==> src/rtl/matmul_sequencer.sv <==
// rtl/matmul_sequencer.sv - control FSM for the 8x8 signed matrix-multiply datapath
// Generates RAM A/B read addresses, MAC strobes, RAM C writes, done and a busy-cycle count.
module matmul_sequencer #(
   parameter int CNT_W = 11
) (
   input  logic             clk,
   input  logic             reset,
   input  logic             start,
   output logic [5:0]       addrA1,
   output logic [5:0]       addrA2,
   output logic [5:0]       addrB,
   output logic             macc_en,
   output logic             macc_clear,
   output logic [5:0]       addrC,
   output logic             mwrC,
   output logic             c_sel,
   output logic             done,
   output logic [CNT_W-1:0] clock_count,
   output logic [2:0]       state
);

   typedef enum logic [2:0] {
      S_IDLE  = 3'd0,
      S_MAC   = 3'd1,
      S_DRAIN = 3'd2,
      S_WR1   = 3'd3,
      S_WR2   = 3'd4,
      S_DONE  = 3'd5
   } state_t;

   state_t     cur, nxt;
   logic [2:0] k, nk;
   logic [2:0] i, ni;
   logic [1:0] p, np;
   logic       cnt_clr;
   logic       busy;

   assign state = cur;
   assign busy  = (cur == S_MAC) || (cur == S_DRAIN) || (cur == S_WR1) || (cur == S_WR2);

   always_comb begin
      nxt     = cur;
      nk      = k;
      np      = p;
      ni      = i;
      cnt_clr = 1'b0;
      case (cur)
         S_IDLE, S_DONE: begin
            if (start) begin
               nxt     = S_MAC;
               nk      = 3'd0;
               np      = 2'd0;
               ni      = 3'd0;
               cnt_clr = 1'b1;
            end
         end
         S_MAC: begin
            nk = k + 3'd1;
            if (k == 3'd7) nxt = S_DRAIN;
         end
         S_DRAIN: nxt = S_WR1;
         S_WR1:   nxt = S_WR2;
         S_WR2: begin
            np = p + 2'd1;
            if (p == 2'd3) ni = i + 3'd1;
            nxt = (i == 3'd7 && p == 2'd3) ? S_DONE : S_MAC;
         end
         default: nxt = S_IDLE;
      endcase
   end

   // Outputs are registered from the next-state values so they line up with the state they describe.
   always_ff @(posedge clk or negedge reset) begin
      if (!reset) begin
         cur         <= S_IDLE;
         k           <= 3'd0;
         p           <= 2'd0;
         i           <= 3'd0;
         clock_count <= '0;
         done        <= 1'b0;
         macc_en     <= 1'b0;
         macc_clear  <= 1'b0;
         mwrC        <= 1'b0;
         c_sel       <= 1'b0;
         addrA1      <= 6'd0;
         addrA2      <= 6'd0;
         addrB       <= 6'd0;
         addrC       <= 6'd0;
      end else begin
         cur <= nxt;
         k   <= nk;
         p   <= np;
         i   <= ni;
         if (cnt_clr)
            clock_count <= '0;
         else if (busy && clock_count != {CNT_W{1'b1}})
            clock_count <= clock_count + CNT_W'(1);
         macc_en    <= (cur == S_MAC);
         macc_clear <= (cur == S_MAC) && (k == 3'd0);
         addrA1     <= (nxt == S_MAC) ? {nk, np, 1'b0} : 6'd0;
         addrA2     <= (nxt == S_MAC) ? {nk, np, 1'b1} : 6'd0;
         addrB      <= (nxt == S_MAC) ? {ni, nk} : 6'd0;
         mwrC       <= (nxt == S_WR1) || (nxt == S_WR2);
         c_sel      <= (nxt == S_WR2);
         addrC      <= (nxt == S_WR1) ? {ni, np, 1'b0} :
                       (nxt == S_WR2) ? {ni, np, 1'b1} : 6'd0;
         done       <= (nxt == S_DONE);
      end
   end

endmodule

==> config.mk <==
export PLATFORM = sky130hd
export DESIGN_NAME = matmul_sequencer
export DESIGN_NICKNAME = d
export VERILOG_FILES = /design/src/rtl/matmul_sequencer.sv
export SDC_FILE = /design/constraint.sdc
export NUM_CORES = 1
export LEC_CHECK = 0
export ABC_AREA = 0
export CAP_MARGIN = 20
export CORE_UTILIZATION = 45
export DETAILED_ROUTE_END_ITERATION = 7
export GPL_TIMING_DRIVEN = 0
export PLACE_DENSITY = 0.76
export REMOVE_ABC_BUFFERS = 1
export SLEW_MARGIN = 10
export SYNTH_ARGS = -nofsm -noshare
export SYNTH_HDL_FRONTEND = slang
export SYNTH_SLANG_ARGS = --single-unit
==> constraint.sdc <==
create_clock -name clk -period 1.75 [get_ports clk]
set_clock_uncertainty 0.2 [all_clocks]
set_input_delay 0.35 -clock clk [delete_from_list [all_inputs] [get_ports clk]]
set_output_delay 0.35 -clock clk [all_outputs]
set_load 0.005 [all_outputs]
==> metrics.yaml <==
status: "finished, violations left"
violations: "negative setup slack"
worst_setup_path_start_kind: "flop"
worstRegToRegCells: 5
drt-initial-drc-count: 100
insertion_delay_ns: 0.28
die_height_um: 68.5
period_share: 1.06
ios: 46
postSynth.asyncResetShare: 1.00
min_delay_path_depth: 1
die_area_um2: 4690
hp-class: "flop to flop"
grt_pass1_vias: 1583
cts_tree: "built"
tns_ns: -0.932
critical-path-slowest-cell: "dfrtp_2"
root_buffer: "clkbuf_8"
powerDensity_nw_per_um2: 1390
hpwl_mm: 2.56
maxCapViolCount: 0
ys_warn_count: 0
totalWireLength_mm: 4.85
cp_num_buf_inv: 1
crit_chain: "o21a_1 -> or2_4 -> buf_6 -> or2_4 -> o221a_1"
yosysTopAreaCellShare: 0.529
dp_slack_ns: -0.643
fin_nets: 263
port_buffers: 44
crit_required_ns: 1.72
setup_violations: 15
fmax_mhz: 538
synthTopCellsByCount: "dfrtp_1 (42), nand2_1 (15), buf_4 (10), inv_1 (10)"
rows: 23
grt_start_max_net_pins: 26
end_kind: "flop"
arrival_ns: 1.83
p_comb_frac: 0.522
h-tree-depth: 2
post-route-util: 0.727
clk_pin_slew_ns: 0.07
finalWorstPathRequiredPeriod_ns: 1.86
share_seq_of_total_power: 0.333
synth_top_cell_by_area: "dfrtp_1"
slew_violations: 0
syn2layout_area_growth_pct: 50.6
vias_per_cell: 5.53
cts_sinks: 42
p_clk_frac: 0.145
setup_slack_ns: -0.109
crit_path_max_incr_delay_ns: 0.44
finalPower_uw: 4150
grtUsageTotal: 0.225
critPathTopFamily: "simple AND/OR/NAND/NOR gates"
clk_path_buf_depth: 2
power_switching_share: 0.355
synth_area_per_cell_um2: 11.1
p_int_uw: 2680
drc: 0
cts_buffers: 5
vias: 1671
synthFlopType: "dfrtp_1"
netlist_area_um2: 1990
reg2reg_to: "clock_count[2]"
path_max_fanout: 5
reg2reg_setup_slack_ns: -0.11
ys_types: 49
yosysSeqAreaShare: 0.529
switchingPower_uw: 1480
ys_top_cells_by_area: "dfrtp_1 (53%), ha_1 (4.4%), buf_4 (3.8%), nand2_1 (2.8%), mux2i_1 (2.0%)"
cp_common_cell: "or2_4"
synth_most_common_cell: "dfrtp_1"
hp-start: "k[2]"
peakVddDrop_mv: 1.03
grt_antenna_before_repair: 0
routedWlPerCell_um: 16.1
grt_setup_unrepaired: "true"
synth_seq_cells: 42
grt_remaining_overflow: 0
drtAntennaViolNets: 0
worstSetupPathType: "flop to flop"
antennaDiodeCount: 0
fp.dieW_um: 68.5
grt_pass1_wl_mm: 7.52
place.gp.congestion: 0.749
whs_endpoint: "macc_clear"
firstDrtPassIters: 4
final-hold-violation-count: 0
whs_ns: 0.291
start_util: 0.483
drive_gt1_frac: 0.329
worstReg2RegStart: "state[0]"
fillers: 267
coreArea_um2: 4120
netlist_instances: 179
power.leakage_uw: 0.00158
synth_edf_count: 0
-- worst max path at each step --
stage / from / slack (ns) / depth (start not counted) / endpoint
final: state[0] / -0.11 / 5 / clock_count[2]
after global routing: state[2] / -0.16 / 5 / clock_count[5]
after CTS: clock_count[0] / -0.09 / 6 / clock_count[5]
after detailed placement: state[2] / -0.64 / 4 / clock_count[9]
after global placement: reset / -0.93 / 1 / k[1]
after floorplan: state[2] / -0.35 / 4 / clock_count[9]
-- worst register-to-register path, cell delays in order, from the launching register on --
cell and delay (ns):
dfrtp_2 0.44, o21a_1 0.20, or2_4 0.26, buf_6 0.13, or2_4 0.27, o221a_1 0.26
-- power by group through the flow --
| stage | sequential [µW] | clock, µW | combinational, µW |
|---|---|---|---|
| after global placement | 1460 | 0 | 1330 |
| final | 1380 | 604 | 2170 |
| after CTS | 1370 | 616 | 1960 |
| after floorplan | 1440 | 0 | 696 |
| after detailed placement | 1460 | 0 | 1350 |
| after global routing | 1410 | 665 | 2360 |
-- final cells by class --
| class | count | area, µm² | area share |
|---|---|---|---|
| flip-flops and latches | 42 | 1060 | 0.355 |
| multi-input cells | 113 | 976 | 0.326 |
| repair buffers | 81 | 771 | 0.258 |
| clock buffers | 6 | 82.6 | 0.0276 |
| well taps | 50 | 62.6 | 0.0209 |
| inverters | 10 | 37.5 | 0.0125 |
-- cell usage in the layout (no fill, tap or decap), types with 5 or more instances in the layout --
cell             count
buf_4               29
buf_6                6
clkbuf_8             6
clkdlybuf4s50_1     20
dfrtp_1             34
dfrtp_2              7
dlygate4sd2_1        8
dlymetal6s2s_1      14
inv_1               10
nand2_1             15
nand2b_1             5
nand3_1              5
nor2_1               5
nor2b_1              6
nor3_1               6
-- sequential cells by signal, indices dropped and copies added (netlist names) --
name,count
i,3
clock_count,11
macc_clear,1
addrB,6
c_sel,1
mwrC,1
state,3
macc_en,1
addrA2,3
addrC,6
p,2
k,3
done,1
-- kinds of logic (layout without fill, tap and decap cells) --
| group | Yosys count | in the layout | synth area share |
|---|---|---|---|
| buffers and inverters | 26 | 97 | 0.0737 |
| xor gates and xnor gates | 1 | 1 | 0.00441 |
| DFF | 42 | 42 | 0.529 |
| AOI/OAI and AO/OA | 29 | 29 | 0.109 |
| muxes | 6 | 6 | 0.0315 |
| and+or+nand+nor | 67 | 69 | 0.207 |
| other | 1 | 1 | 0.00189 |
| adders and majority gates | 7 | 7 | 0.0441 |
-- metal layers --
layer  global-route usage  wire (µm)  share of wire  up-vias
met2                0.380       2420           0.50       60
met4               0.0547         86          0.018        0
met3               0.0733        235          0.048        9
met1                0.276       2110           0.44      828
met5                    0          0              0        -
li1                     -          -              -      774
-- repair_timing --
item	4_1_cts	5_1_grt
cloned	1	1
resized for setup	46	32
endpoints found under the setup margin	41	43
buffers inserted	27	8
endpoints found under the hold margin	17	0
pin swaps	5	5
hold buffers	1	0
-- per-stage QoR --
| step | std cells | instance area, µm² |
|---|---|---|
| 3_3_place_gp | 257 | 2380 |
| 5_1_grt | 302 | 2990 |
| 2_1_floorplan | 163 | 1880 |
| 3_5_place_dp | 258 | 2400 |
| 6_report | 302 | 2990 |
| 4_1_cts | 293 | 2790 |
(Power assumes the default switching activity.)
==> patch 1, RTL diff (same flow settings) <==
Reset style: synchronous (`reset`), changed in one clocked block.
--- a/src/rtl/matmul_sequencer.sv
+++ b/src/rtl/matmul_sequencer.sv
@@ -70,7 +70,7 @@
    end
 
    // Outputs are registered from the next-state values so they line up with the state they describe.
-   always_ff @(posedge clk or negedge reset) begin
+   always_ff @(posedge clk) begin
       if (!reset) begin
          cur         <= S_IDLE;
          k           <= 3'd0;
Behaviour: differs if reset is asserted again (counterexample within 4 cycles, from zero or initial values and one cycle with reset low); with reset held inactive, the same outputs for 10 cycles.
==> patch 1 against the original RTL <==
  * The run still ends with negative setup slack left
  * Global-route usage shrank 1.9 points
  * Wire length is 9.0% higher
  * Non-clock buffer count decreased by 6
  * Cell area down 5.4%
  * Sequential cell count is the same
  * Setup slack lost 45 ps
  * Synthesized area fell by 10%
  * Hold slack worse by 17 ps
  * Final cell count increased by 5.6%
Power is not compared: it rests on default switching activity, and its combinational part moved more than twofold at a synthesized area within 25%.
==> patch 1: results (changes against the original RTL) <==
Run status:
- Result of the run: finished with violations (unchanged).
- Violated checks: negative setup slack (unchanged).

Placed design:
- The worst slack at placement is -515 ps (was -643 ps).
- The estimated wirelength of the detail-placed design is 2500 um (was 2560 um).
- The weighted congestion reported at the end of routability-driven placement was 0.828 (was 0.749).
- The area after detailed placement came to 2190 um^2 (was 2400 um^2).

Worst setup path:
- The data arrival time of the critical path is 1930 ps (was 1830 ps).
- The startpoint of the worst-slack reg-to-reg timing path was clock_count[4] (was state[0]).
- The highest fanout seen on the critical path is 5 (unchanged).

STA:
- The aggregate negative setup slack came to -849 ps (was -932 ps).
- The final setup violation count is 12 (was 15).
- The final setup slack of the worst path is -154 ps (was -109 ps).

Drt:
- The number of violations reported at the end of detailed-routing iteration 0 was 206 (was 100).
- The number of vias per cell after detailed routing is 5.67 (was 5.53).
- The routed wire length came to 5290 um (was 4850 um).
- The wire length per cell after detailed routing is 16.6 um (was 16.1 um).

GRT:
- The first-pass GRT wire length is 6690 um (was 7520 um).
- The total global-route track usage is 20.6% (was 22.5%).
- The number of global-route vias before repair is 1,553 (was 1,583).
- The largest net degree at the start of global routing is 21 (was 26).

Synth:
- The post-synthesis instance total is 202 (was 179).
- The share of synthesized area occupied by flip-flops and latches is 47.0% (was 52.9%).
- The share of flip-flops with an asynchronous set or reset after synthesis is 0% (was 100%).
- Most frequent cells after synthesis: sky130_fd_sc_hd__dfxtp_1 (42), sky130_fd_sc_hd__nor2_1 (27), sky130_fd_sc_hd__a21oi_1 (15), sky130_fd_sc_hd__nand2_1 (13), sky130_fd_sc_hd__inv_1 (10) (was sky130_fd_sc_hd__dfrtp_1 (42), sky130_fd_sc_hd__nand2_1 (15), sky130_fd_sc_hd__buf_4 (10), sky130_fd_sc_hd__inv_1 (10)).
- Largest cells by area after synthesis: sky130_fd_sc_hd__dfxtp_1 (47%), sky130_fd_sc_hd__nor2_1 (5.7%), sky130_fd_sc_hd__ha_1 (4.9%) (was sky130_fd_sc_hd__dfrtp_1 (53%), sky130_fd_sc_hd__ha_1 (4.4%), sky130_fd_sc_hd__buf_4 (3.8%)).
- The count of unique library cells instantiated by Yosys is 42 (was 49).

Clock tree:
- Clock-pin slew was measured on the worst setup and hold paths at 80 ps.
- The cell chosen for the clock root is sky130_fd_sc_hd__clkbuf_8 (unchanged).
- The source-to-sink clock delay at the later pin of the worst-skew pair is 300 ps (was 280 ps).

Cells and area:
- The post-layout net count came to 280 (was 263).
- Regs by FF count: clock_count: 11 flops, addrC: 6 flops, addrA2: 5 flops (was clock_count: 11 flops, addrB: 6 flops, addrC: 6 flops).
- The fraction of layout instances using a drive strength above 1 is 37.3% (was 32.9%).

Min path:
- The startpoint of the worst hold path is clock_count[8] (was k[2]).
patch 1: changes by cell type after synthesis, sizes merged, moves of 4 or more:
cell   change
nor4       -4
o21a       +4
dfxtp     +42
nor2b      -5
o31ai      +5
dfrtp     -42
or4        +6
nor2      +20
a21oi     +10
patch 1: worst paths after layout:
path / cells after the start / end / slack (ps)
max: 4 / clock_count[7] / -150
max reg2reg: 4 / clock_count[7] / -150
min reg2reg: 1 / clock_count[8] / 270
min: 1 / clock_count[8] / 270
patch 1: power breakdown:
part / internal (uW) / switching [uW] / total (uW) / leakage, uW
clock network: 317 / 334 / 651 / 0.0000472
logic: 82.4 / 96.0 / 178 / 0.000706
registers: 957 / 12.0 / 969 / 0.000351
total: 1360 / 442 / 1800 / 0.00110
patch 1: what timing repair did:
action | CTS | global route
gates cloned | 0 | 2
resized for setup | 40 | 54
setup endpoints to repair | 41 | 40
setup buffers | 10 | 22
pin swaps | 9 | 25
patch 1: metrics by stage:
step	util (%)	power (uW)	hold slack, ps
after floorplan	-	1060	227
after global placement	58.4	1110	268
after detailed placement	58.4	1120	268
after CTS	65.7	1770	280
after global routing	75.6	1850	292
final	75.6	1800	274
patch 1: layer usage:
metal	wire, um	up-vias	global-route usage [%]	part of all wire [%]
met5	0	-	0	0
met4	119	0	8.97	2.2
met3	317	16	5.28	6.0
met2	2760	77	37.9	52
met1	2100	873	21.9	40
li1	-	843	-	-
patch 1: cell families (layout without fill, tap and decap cells):
kind of cell    after synthesis  count (layout)  synth area share [%]
compound gates               44              45                  16.4
xor+xnor                      1               1                 0.490
fa+ha+maj                     7               7                  4.90
buf+inv                      27              95                  8.05
flops                        42              42                  47.0
mux                           1               1                 0.560
other cells                   1               1                 0.210
simple gates                 79              79                  22.4
patch 1: cell type report:
| cell class | count | area (um^2) |
|---|---|---|
| sequential | 42 | 886 |
| tap | 48 | 60.1 |
| timing repair inverter | 1 | 5.00 |
| clock buffer | 6 | 82.6 |
| clock inverter | 2 | 12.5 |
| multi-input combinational | 134 | 1030 |
| timing repair buffer | 75 | 702 |
| fill | 256 | 913 |
| inverter | 11 | 48.8 |
patch 1: worst max-delay path, cell delays in order, from the launching register on:
cell	delay [ps]
sky130_fd_sc_hd__dfxtp_4	370
sky130_fd_sc_hd__nand3_4	110
sky130_fd_sc_hd__or4_4	580
sky130_fd_sc_hd__or4_1	420
sky130_fd_sc_hd__a21oi_1	150
==> patch 2, RTL diff (same flow settings) <==
Without the edit above. The parameter `CNT_W` goes from 11 to 9.
--- a/src/rtl/matmul_sequencer.sv
+++ b/src/rtl/matmul_sequencer.sv
@@ -1,7 +1,7 @@
 // rtl/matmul_sequencer.sv - control FSM for the 8x8 signed matrix-multiply datapath
 // Generates RAM A/B read addresses, MAC strobes, RAM C writes, done and a busy-cycle count.
 module matmul_sequencer #(
-   parameter int CNT_W = 11
+   parameter int CNT_W = 9
 ) (
    input  logic             clk,
    input  logic             reset,
Interface: changed (resized clock_count); port bits go from 46 to 44. The function was not compared with the original's and may differ.
==> patch 2 against the original RTL <==
  * The run still ends with negative setup slack left
  * Sequential share of layout area down 0.42 points
  * Fmax fell by 11%
  * Setup slack worse by 240 ps
  * Final cell count decreased by 3.6%
  * Core utilization up 3.2 points
  * Synthesized area down 6.9%
  * Sequential cell count fell by 2
  * Hold slack got worse by 130 ps
  * Wire length grew 14%
  * Power rose by 9.8%
  * Cell area decreased by 3.7%
  * Clock power up 35%
  * Critical path type unchanged
  * Largest cell class unchanged
==> patch 2: results (changes against the original RTL) <==
Clock tree:
- The cell chosen for the clock root was sky130_fd_sc_hd__clkbuf_8 (unchanged).
- The clock-pin slew on the worst setup and hold paths is 80 ps.
- The source-to-sink clock delay at the later pin of the worst-skew pair is 310 ps (was 280 ps).
- The deepest level of the CTS H-tree was 2 (unchanged).

Worst setup path:
- The first element of the critical path was clock_count[4] (was state[0]).
- The family with the most delay on the worst path is compound AO/OA/AOI/OAI gates (was simple AND/OR/NAND/NOR gates).
- The longest individual stage delay on the worst path was 460 ps (was 440 ps).
- The data arrival time of the critical path came to 2080 ps (was 1830 ps).
- The highest fanout seen on the critical path came to 6 (was 5).

Cells and area:
- The fraction of layout instances using a drive strength above 1 is 38.7% (was 32.9%).
- The total of fill cells in the finished design is 220 (was 267).
- The multi-input gate area in the final layout was 886 um^2 (was 976 um^2).
- The post-layout net count is 253 (was 263).
- Regs by FF count: clock_count: 9 flops, addrB: 6 flops, addrC: 6 flops (was clock_count: 11 flops, addrB: 6 flops, addrC: 6 flops).

Synth:
- The share of synthesized area occupied by flip-flops and latches is 54.1% (was 52.9%).
- Most frequent cells after synthesis: sky130_fd_sc_hd__dfrtp_1 (40), sky130_fd_sc_hd__nand2_1 (12), sky130_fd_sc_hd__nor2b_1 (11), sky130_fd_sc_hd__nor2_1 (10), sky130_fd_sc_hd__buf_4 (9) (was sky130_fd_sc_hd__dfrtp_1 (42), sky130_fd_sc_hd__nand2_1 (15), sky130_fd_sc_hd__buf_4 (10), sky130_fd_sc_hd__inv_1 (10)).
- The count of unique library cells instantiated by Yosys came to 35 (was 49).
- Largest cells by area after synthesis: sky130_fd_sc_hd__dfrtp_1 (54%), sky130_fd_sc_hd__ha_1 (5.4%), sky130_fd_sc_hd__nor2b_1 (3.7%) (was sky130_fd_sc_hd__dfrtp_1 (53%), sky130_fd_sc_hd__ha_1 (4.4%), sky130_fd_sc_hd__buf_4 (3.8%)).

STA:
- The final setup slack of the worst path came to -344 ps (was -109 ps).
- The final setup violation count is 20 (was 15).

Min path:
- The path class of the lowest-slack min-delay path is in -> async (was reg -> reg).

Power:
- The leakage power total is 0.00149 uW (was 0.00158 uW).
- The largest vdd supply drop is 0.000925 V (was 0.00103 V).

Drt:
- The length of the first detailed-routing pass in iterations came to 4 (unchanged).
- The routed wire length is 5540 um (was 4850 um).
- The via total after detailed routing came to 1,644 (was 1,671).

GRT:
- The first-pass GRT wire length was 7400 um (was 7520 um).
- The largest net degree at the start of global routing is 40 (was 26).
- The total global-route track usage was 23.0% (was 22.5%).

Placed design:
- The estimated wirelength of the detail-placed design is 2470 um (was 2560 um).
- The count of input and output buffers was 42 (was 44).
- The weighted congestion reported at the end of routability-driven placement is 0.814 (was 0.749).
- The area after detailed placement came to 2240 um^2 (was 2400 um^2).

Run status:
- Violated checks: negative setup slack (unchanged).
- Result of the run: finished with violations (unchanged).

Die:
- The overall die width is 66.1 um (was 68.5 um).
## patch 2: final timing paths
kind,endpoint,cells after the start,slack [ps]
setup reg to reg,clock_count[5],7,-340
min in group clk,macc_clear,1,290
hold / removal,addrA2[0],2,160
setup / recovery,clock_count[5],7,-340
hold reg to reg,macc_clear,1,290
max in group asynchronous,state[1],3,790
## patch 2: logic make-up after synthesis
group                      Yosys count  synth area share, %
AOI/OAI and AO/OA                   28                 10.8
adders and majority gates            8                 5.41
buffers and inverters               21                 6.90
DFF                                 40                 54.1
muxes                                7                 3.99
other                                1                0.203
and+or+nand+nor                     61                 18.6
## patch 2: power by group
part           leakage, uW  switching, uW  internal (uW)
sequential        0.000517            192           1190
combinational     0.000913           1100           1260
clock            0.0000614            347            466
## patch 2: area by class of cell
class | count | share of cell area [%]
well taps | 48 | 2.08
multi-input cells | 105 | 30.7
clock buffers | 6 | 2.86
clock inverters | 2 | 1.35
inverters | 6 | 0.781
repair buffers | 84 | 27.1
flip-flops and latches | 40 | 35.1
## patch 2: metrics by stage
stage                     power (uW)  setup slack (ps)  cells  hold WS [ps]  TNS (ps)
after CTS                       4150              -230    284           169     -1770
after detailed placement        2890              -623    242         -50.4    -11340
after global routing            4810              -384    291           158     -3550
after floorplan                 2120              -373    151          -146     -1690
after global placement          2810              -722    241           270    -38690
final                           4560              -344    291           161     -2520
## patch 2: layer usage
layer / vias to the layer above / routed length, um / global-route usage [%]
met1: 826 / 2100 / 27.8
met4: 0 / 224 / 11.2
met2: 73 / 2930 / 38.4
li1: 724 / - / -
met5: - / 0 / 0
met3: 21 / 272 / 5.34
## patch 2: timing repair
action                                  CTS  global route
setup buffers                            32             9
cloned                                    1             0
hold buffers                              1             0
endpoints found under the hold margin    40             0
gates resized for setup                  36            45
pin swaps                                13            10
endpoints found under the setup margin   37            33
